`config.mk`:
```
export PLATFORM = sky130hd
export DESIGN_NAME = shift_iter_flat
export DESIGN_NICKNAME = d
export VERILOG_FILES = /design/src/rtl/shift_iter_if.sv /design/src/rtl/shift_iter.sv /design/src/flat_wrapper.sv
export SDC_FILE = /design/constraint.sdc
export NUM_CORES = 1
export LEC_CHECK = 0
export ABC_AREA = 0
export CAP_MARGIN = 20
export CORE_ASPECT_RATIO = 0.9
export CORE_MARGIN = 8
export CORE_UTILIZATION = 53
export CTS_BUF_LIST = sky130_fd_sc_hd__clkbuf_2 sky130_fd_sc_hd__clkbuf_4 sky130_fd_sc_hd__clkbuf_8
export CTS_CLUSTER_SIZE = 16
export DETAILED_ROUTE_END_ITERATION = 6
export PLACE_DENSITY = 0.94
export REMOVE_ABC_BUFFERS = 1
export SYNTH_ARGS = -nofsm -noshare
export SYNTH_HDL_FRONTEND = slang
export SYNTH_SLANG_ARGS = --single-unit
```
`constraint.sdc`:
```
create_clock -name clk -period 3.05 [get_ports clk]
set_input_delay 0.7625 -clock clk [delete_from_list [all_inputs] [get_ports clk]]
set_output_delay 0.7625 -clock clk [all_outputs]
set_load 0.02 [all_outputs]
```
`src/rtl/shift_iter_if.sv`:
```
// Request/result bus of the iterative shifter: operand handshake in, result handshake out.
interface shift_iter_if #(
    parameter int XLEN = 32
);
    localparam int SHW = $clog2(XLEN);

    logic            in_valid;
    logic            in_ready;
    logic [1:0]      op;
    logic [XLEN-1:0] a;
    logic [SHW-1:0]  shamt;
    logic            res_valid;
    logic            res_ready;
    logic [XLEN-1:0] res;
    logic            busy;

    modport master (
        output in_valid, op, a, shamt, res_ready,
        input  in_ready, res_valid, res, busy
    );

    modport slave (
        input  in_valid, op, a, shamt, res_ready,
        output in_ready, res_valid, res, busy
    );
endinterface

```
`src/rtl/shift_iter.sv`:
```
// Low-area shifter: one bit position per clock for SLL/SRL/SRA, result held until taken.
// Define SHIFT_ITER_ROR_EN to enable op=11 rotate-right; otherwise op=11 returns a unchanged.
module shift_iter #(
    parameter int XLEN = 32
) (
    input  logic         clk,
    input  logic         rst,
    shift_iter_if.slave  bus
);
    localparam int SHW = $clog2(XLEN);

    localparam logic [1:0] OP_SLL = 2'b00;
    localparam logic [1:0] OP_SRA = 2'b10;
    localparam logic [1:0] OP_ROR = 2'b11;

    typedef enum logic [1:0] {
        S_IDLE,
        S_SHIFT,
        S_DONE
    } state_t;

    state_t          state_q, state_d;
    logic [XLEN-1:0] acc_q, acc_d;
    logic [SHW-1:0]  cnt_q, cnt_d;
    logic [1:0]      op_q, op_d;

    logic [XLEN-1:0] step_left;
    logic [XLEN-1:0] step_right;
    logic [XLEN-1:0] step;
    logic            fill_msb;
    logic            op_supported;

    // Single-bit neighbour wiring for the left and right step paths.
    generate
        for (genvar gi = 0; gi < XLEN - 1; gi++) begin : g_step
            assign step_left[gi+1] = acc_q[gi];
            assign step_right[gi]  = acc_q[gi+1];
        end
    endgenerate

    assign step_left[0]        = 1'b0;
    assign step_right[XLEN-1]  = fill_msb;

    always_comb begin
        fill_msb = 1'b0;
        case (op_q)
            OP_SRA: fill_msb = acc_q[XLEN-1];
`ifdef SHIFT_ITER_ROR_EN
            OP_ROR: fill_msb = acc_q[0];
`endif
            default: fill_msb = 1'b0;
        endcase
    end

    assign step = (op_q == OP_SLL) ? step_left : step_right;

`ifdef SHIFT_ITER_ROR_EN
    assign op_supported = 1'b1;
`else
    assign op_supported = (bus.op != OP_ROR);
`endif

    always_comb begin
        state_d = state_q;
        acc_d   = acc_q;
        cnt_d   = cnt_q;
        op_d    = op_q;
        case (state_q)
            S_IDLE: begin
                if (bus.in_valid) begin
                    acc_d = bus.a;
                    cnt_d = bus.shamt;
                    op_d  = bus.op;
                    // Zero shifts and unsupported ops skip straight to the result.
                    if ((bus.shamt == '0) || !op_supported) begin
                        state_d = S_DONE;
                    end else begin
                        state_d = S_SHIFT;
                    end
                end
            end
            S_SHIFT: begin
                acc_d = step;
                cnt_d = cnt_q - SHW'(1);
                if (cnt_q == SHW'(1)) begin
                    state_d = S_DONE;
                end
            end
            S_DONE: begin
                if (bus.res_ready) begin
                    state_d = S_IDLE;
                end
            end
            default: state_d = S_IDLE;
        endcase
    end

    always_ff @(posedge clk or posedge rst) begin
        if (rst) begin
            state_q <= S_IDLE;
            acc_q   <= '0;
            cnt_q   <= '0;
            op_q    <= '0;
        end else begin
            state_q <= state_d;
            acc_q   <= acc_d;
            cnt_q   <= cnt_d;
            op_q    <= op_d;
        end
    end

    // Result is gated so partial accumulator values never leak out.
    assign bus.in_ready  = (state_q == S_IDLE);
    assign bus.res_valid = (state_q == S_DONE);
    assign bus.res       = (state_q == S_DONE) ? acc_q : '0;
    assign bus.busy      = (state_q == S_SHIFT) || (state_q == S_DONE);

endmodule

```
`src/flat_wrapper.sv`:
```
// flat-port wrapper written by rule: the top's interface ports become plain ports
module shift_iter_flat 
#(
    parameter int XLEN = 32
)
  (clk, rst, bus_in_valid, bus_op, bus_a, bus_shamt, bus_res_ready, bus_in_ready, bus_res_valid, bus_res, bus_busy);
  shift_iter_if #(.XLEN(XLEN)) bus_i ();
  input  logic clk;
  input  logic rst;
  input wire logic [$bits(bus_i.in_valid)-1:0] bus_in_valid;
  input wire logic [$bits(bus_i.op)-1:0] bus_op;
  input wire logic [$bits(bus_i.a)-1:0] bus_a;
  input wire logic [$bits(bus_i.shamt)-1:0] bus_shamt;
  input wire logic [$bits(bus_i.res_ready)-1:0] bus_res_ready;
  output wire logic [$bits(bus_i.in_ready)-1:0] bus_in_ready;
  output wire logic [$bits(bus_i.res_valid)-1:0] bus_res_valid;
  output wire logic [$bits(bus_i.res)-1:0] bus_res;
  output wire logic [$bits(bus_i.busy)-1:0] bus_busy;
  assign bus_i.in_valid = bus_in_valid;
  assign bus_i.op = bus_op;
  assign bus_i.a = bus_a;
  assign bus_i.shamt = bus_shamt;
  assign bus_i.res_ready = bus_res_ready;
  assign bus_in_ready = bus_i.in_ready;
  assign bus_res_valid = bus_i.res_valid;
  assign bus_res = bus_i.res;
  assign bus_busy = bus_i.busy;
  shift_iter #(.XLEN(XLEN)) u_core (.clk(clk), .rst(rst), .bus(bus_i));
endmodule
```
Word level (Yosys, flattened, before mapping)
Index checks and enable logic that the tools add are counted.
{"block": "op_classes", "n_mux": 12, "reduce_logical": 11, "addsub": 1, "eq_ne": 9}
{"op": "$mux W32", "count": 3}
{"op": "$pmux W32 S2", "count": 1}
{"op": "$pmux W5 S2", "count": 1}
{"op": "$mux W2", "count": 4}
{"op": "$ne A2 B2 Y1 const B", "count": 3}
{"op": "$pmux W2 S3", "count": 1}
{"op": "$reduce_and A3 Y1", "count": 2}
{"op": "$eq A5 B1 Y1 const B", "count": 1}
{"op": "$logic_not A5 Y1", "count": 1}
{"op": "$mux W5", "count": 1}
{"op": "$sub A5 B1 Y5 const B", "count": 1}
{"op": "$eq A2 B2 Y1 const B", "count": 2}
{"op": "$logic_not A2 Y1", "count": 2}
{"op": "$reduce_and A2 Y1", "count": 2}
{"op": "$ne A3 B2 Y1 const B", "count": 1}
{"op": "$eq A2 B1 Y1 const B", "count": 1}
{"op": "$logic_or A1 B1 Y1", "count": 2}
{"op": "$ne A2 B1 Y1 const B", "count": 1}
{"op": "$reduce_bool A2 Y1", "count": 1}
{"op": "$logic_not A1 Y1", "count": 1}
{"op": "$mux W1", "count": 1}
{"block": "totals", "out_inout_bits": 35, "wordCells": 38, "reg_bits": 41, "inputBits": 43}

Logic depth before layout (Yosys ltp)
{"block": "logic_depth", "depth_word": 6, "ltp_mapped": 7, "mapped_depth_nobuf": 5}

Least setup slack after synthesis
OpenSTA, ideal clock, no wires.
{"block": "synth_path", "path_kind": "register -> output", "start": "register u_core.state_q[0]", "end": "output bus_res[0]", "n_path_buf": 1, "t_required_ns": 2.288, "stages_incl_launch_ff": 6, "t_arrival_ns": 1.399, "path_slack_ns": 0.888, "path_cell_list": "dfrtp_1 -> inv_1 -> ha_1 -> inv_1 -> clkbuf_1 -> nor2_1"}
{"block": "synth_via", "elab_chain_len": 2}
{"item": "from (decl)", "line_no": "shift_iter.sv:22", "rtl": "state_t state_q, state_d;"}
{"item": "from (signal assigned)", "line_no": "shift_iter.sv:105", "rtl": "state_q <= state_d;"}
{"item": "$eq A2 B2 Y1"}
{"item": "net bus_res_valid", "line_no": "flat_wrapper.sv:16", "rtl": "output wire logic [$bits(bus_i.res_valid)-1:0] bus_res_valid;"}
{"item": "$mux W32", "line_no": "shift_iter.sv:115", "rtl": "assign bus.res = (state_q == S_DONE) ? acc_q : '0;"}
{"item": "to (decl)", "line_no": "flat_wrapper.sv:17", "rtl": "output wire logic [$bits(bus_i.res)-1:0] bus_res;"}
The timed path passes the listed nets, and every way through them passes these cells.

Worst setup path in the final report
{"block": "layout_path", "start": "register u_core.state_q[0]", "end": "output bus_res[1]"}
{"block": "layout_via", "elab_chain_len": 2}
{"item": "$eq A2 B2 Y1", "line_no": "shift_iter.sv:115"}
{"item": "$mux W32", "line_no": "shift_iter.sv:115"}
No other way between the ends.

==> run summary <==
Routed len/inst: 17.5 um
Startpoint types: flip-flop
Placed Cells: 448
P_sw: 1.83 mW
Setup violations, final: 0
Fin crit share: 94.5%
Routed Antenna Nets: 0
Crit path DAT: 2.12 ns
Buffers & Inverters on Critical Path: 4
Met3 WL: 508 um
Cts bufs inserted: 5
Fin area: 3670 sq um
Total die area: 7600 sq um
# rows: 24
Post-layout util: 75.5%
Power Internal: 2.15 mW
Vias/cell: 6.00
Hpwl dp: 5.35 mm
Commonest non-fill, non-tap cell in the layout: o21ai_0
Commonest cells after routing, fill and taps aside: o21ai_0 (67), clkdlybuf4s50_1 (66), dfrtp_1 (41)
Rel. slew slack: 35.9%
Reg-to-reg endpoint: u_core.acc_q[16]
First-pass DRT Iterations: 5
Post-Synthesis Cells: 328
Final Hold Fails: 0
Max Freq: 347 MHz
Post-Synth Simple-Gate Area: 10.5%
Tightest Hold Check Type: reg -> reg
Final Max Tran Viols: 0
Hold path start: u_core.acc_q[30]
Hold Crit Endpoint: u_core.acc_q[30]
Post-synth EDFFs: 0
Post-Synthesis Cell Area: 2680 sq um
Hold Path Cell Cnt: 2
Detailed-route DRC error count: 0
DP Area: 3510 sq um
Clk sinks: 41
IO buf count: 77
Top Family by Delay on Critical Path: buffers and inverters
R2R cell count: 6
Maxcap violations: 0
Clock transition at path regs: 0.08 ns
Vias: 2736
Critical path's slowest cell: clkdlybuf4s50_1
Initial core utilization: 55.2%
Yosys top cell area share: 38.2%
Top Ports: 78
Die X: 91.0 um
Vias in the first global route: 2765
Synth Area in Compound Gates: 35.4%
Largest net degree at the start of global routing: 47
Nets: 438
Area of the multi-input gates: 1390 sq um
Sw frac: 46.0%
Clock root cell: clkbuf_8
Clk_skew: 0.00639 ns
Seq/Total Area, Yosys: 38.2%
Die H: 83.5 um
Final Power: 3.98 mW
Grt ovf: 0
Clk buf depth: 2
R2R Path Start: u_core.state_q[1]
Post-Synth Adder-Cell Area: 2.33%
Max VDD drop: 0.557 mV
Metal-1 WL: 3.26 mm
Worst path required time: 2.29 ns
CTS tree: done
Synth Area per Inst: 8.18 sq um
Power per standard cell area: 1080 nW/um^2
Top_reg_cell synth: dfrtp_1
Mux contribution to synthesized area: 3.59%
Ys Warns: 0
Fillers: 367
Register area: 1030 sq um
Synth Register Bits: 41
GPL Wtd Cong: 0.905
N_diodes: 0
GRT Total Usage: 20.6%
Antenna violations before repair: 0
Unrepaired setup endpoints after global routing: false
Clock power frac: 12.9%
Post-Layout Cell Count: 456
Worst-path cell chain: inv_1, ha_1, inv_2, buf_12, nor2_1, clkdlybuf4s50_1
Least-Margin Pin Slew: 0.961 ns
Final wirelength: 7.97 mm
Library cells used by synthesis: 34
Post-Synth XOR/XNOR Area: 0%
Status: completed
Layout cells sized above 1: 6.65%
Critical path type: reg -> out
Area grow syn2layout: 36.8%
Critical Path End Type: output pin
Static leakage: 1.91 nW
Core footprint: 4860 sq um
Met2 routed WL: 4.03 mm
Final Critical Period: 2.88 ns
Worst Path Max Fanout: 23
First-pass GRT wire length: 13.1 mm
Largest cells by area after synthesis: dfrtp_1 (38%), o21ai_0 (12%), o211a_1 (11%)
FF-to-FF setup slack: 0.69 ns
Worst setup path startpoint: u_core.state_q[0]
H-tree Lvls: 2
Largest area contributor in the netlist: dfrtp_1
DR iter-0 viols: 220
FFs w/ async S/R, synth: 100%
Largest family of logic cells by synthesized area: compound AO/OA/AOI/OAI gates
Max Used Layer: met4
Crit path largest cell delay: 0.61 ns
Sequential share of power: 26.6%
Combinational share of power: 60.5%
Skew-Pair Late Insertion Delay: 0.29 ns
## cells in the mapped netlist (3+ instances only)
cell,count
nand2_1,6
o22ai_1,30
inv_1,41
nand3_1,3
and2_1,3
dfrtp_1,41
o211a_1,30
o21ai_0,67
nor3_1,3
ha_1,5
clkbuf_1,29
mux2_2,5
nor2_1,32
a211o_1,3
mux2i_1,4
nor2b_1,6
## power by group through the flow
stage	Sequential, mW	Clock (mW)	Combinational (mW)
6_report	1.06	0.515	2.41
2_1_floorplan	1.01	0	1.53
4_1_cts	1.05	0.519	2.41
3_3_place_gp	1.03	0	2.30
3_5_place_dp	1.05	0	2.37
5_1_grt	1.09	0.544	2.64
## layout make-up
type / instances / share of cell area (%)
Clock buffer: 5 / 1.87
Clock inverter: 3 / 1.77
Inverter: 41 / 4.19
Multi-Input combinational cell: 216 / 37.9
Sequential cell: 41 / 27.9
Tap cell: 65 / 2.22
Timing Repair Buffer: 85 / 24.1
## flip-flops by register name, summed over array words and instances, names as in the netlist
signal / count
u_core.cnt_q: 5
u_core.state_q: 2
u_core.op_q: 2
u_core.acc_q: 32
## kinds of logic (layout without fill, tap and decap cells)
family                   count (synthesis)  count (layout)
flip-flops                              41              41
buffers and inverters                   71             134
adder cells (fa/ha/maj)                  5               5
AO/OA/AOI/OAI                          142             142
AND/OR/NAND/NOR                         60              60
multiplexers                             9               9
## per-stage QoR
step	setup slack (ns)	hold WS [ns]	setup TNS (ns)
after global routing	0.0854	0.568	0
final	0.167	0.548	0
after global placement	0.514	0.505	0
after CTS	0.0706	0.544	0
after floorplan	-0.167	0.473	-0.167
after detailed placement	0.425	0.525	0
## tightest hold or removal path, stage by stage (launching register included)
cell and delay [ns]:
dfrtp_1 0.38, nand2_1 0.06, o21ai_0 0.07
## routing by layer
layer	global-route usage, %	vias up
met2	34.9	131
met4	9.21	0
li1	-	1290
met3	3.87	15
met5	0	-
met1	24.7	1300
## what timing repair did
action / in CTS / in global routing
hold buffers: 0 / 0
endpoints found under the setup margin: 0 / 12
resized for setup: 0 / 12
setup buffers: 0 / 0
## how the worst max path moves through the flow
stage,endpoint,depth (start not counted)
3_3_place_gp,bus_res[7],6
5_1_grt,bus_res[23],6
2_1_floorplan,u_core.acc_q[31],5
4_1_cts,bus_res[29],6
6_report,bus_res[1],6
3_5_place_dp,bus_res[29],6
Note: power is estimated with default switching activity, not from simulation.
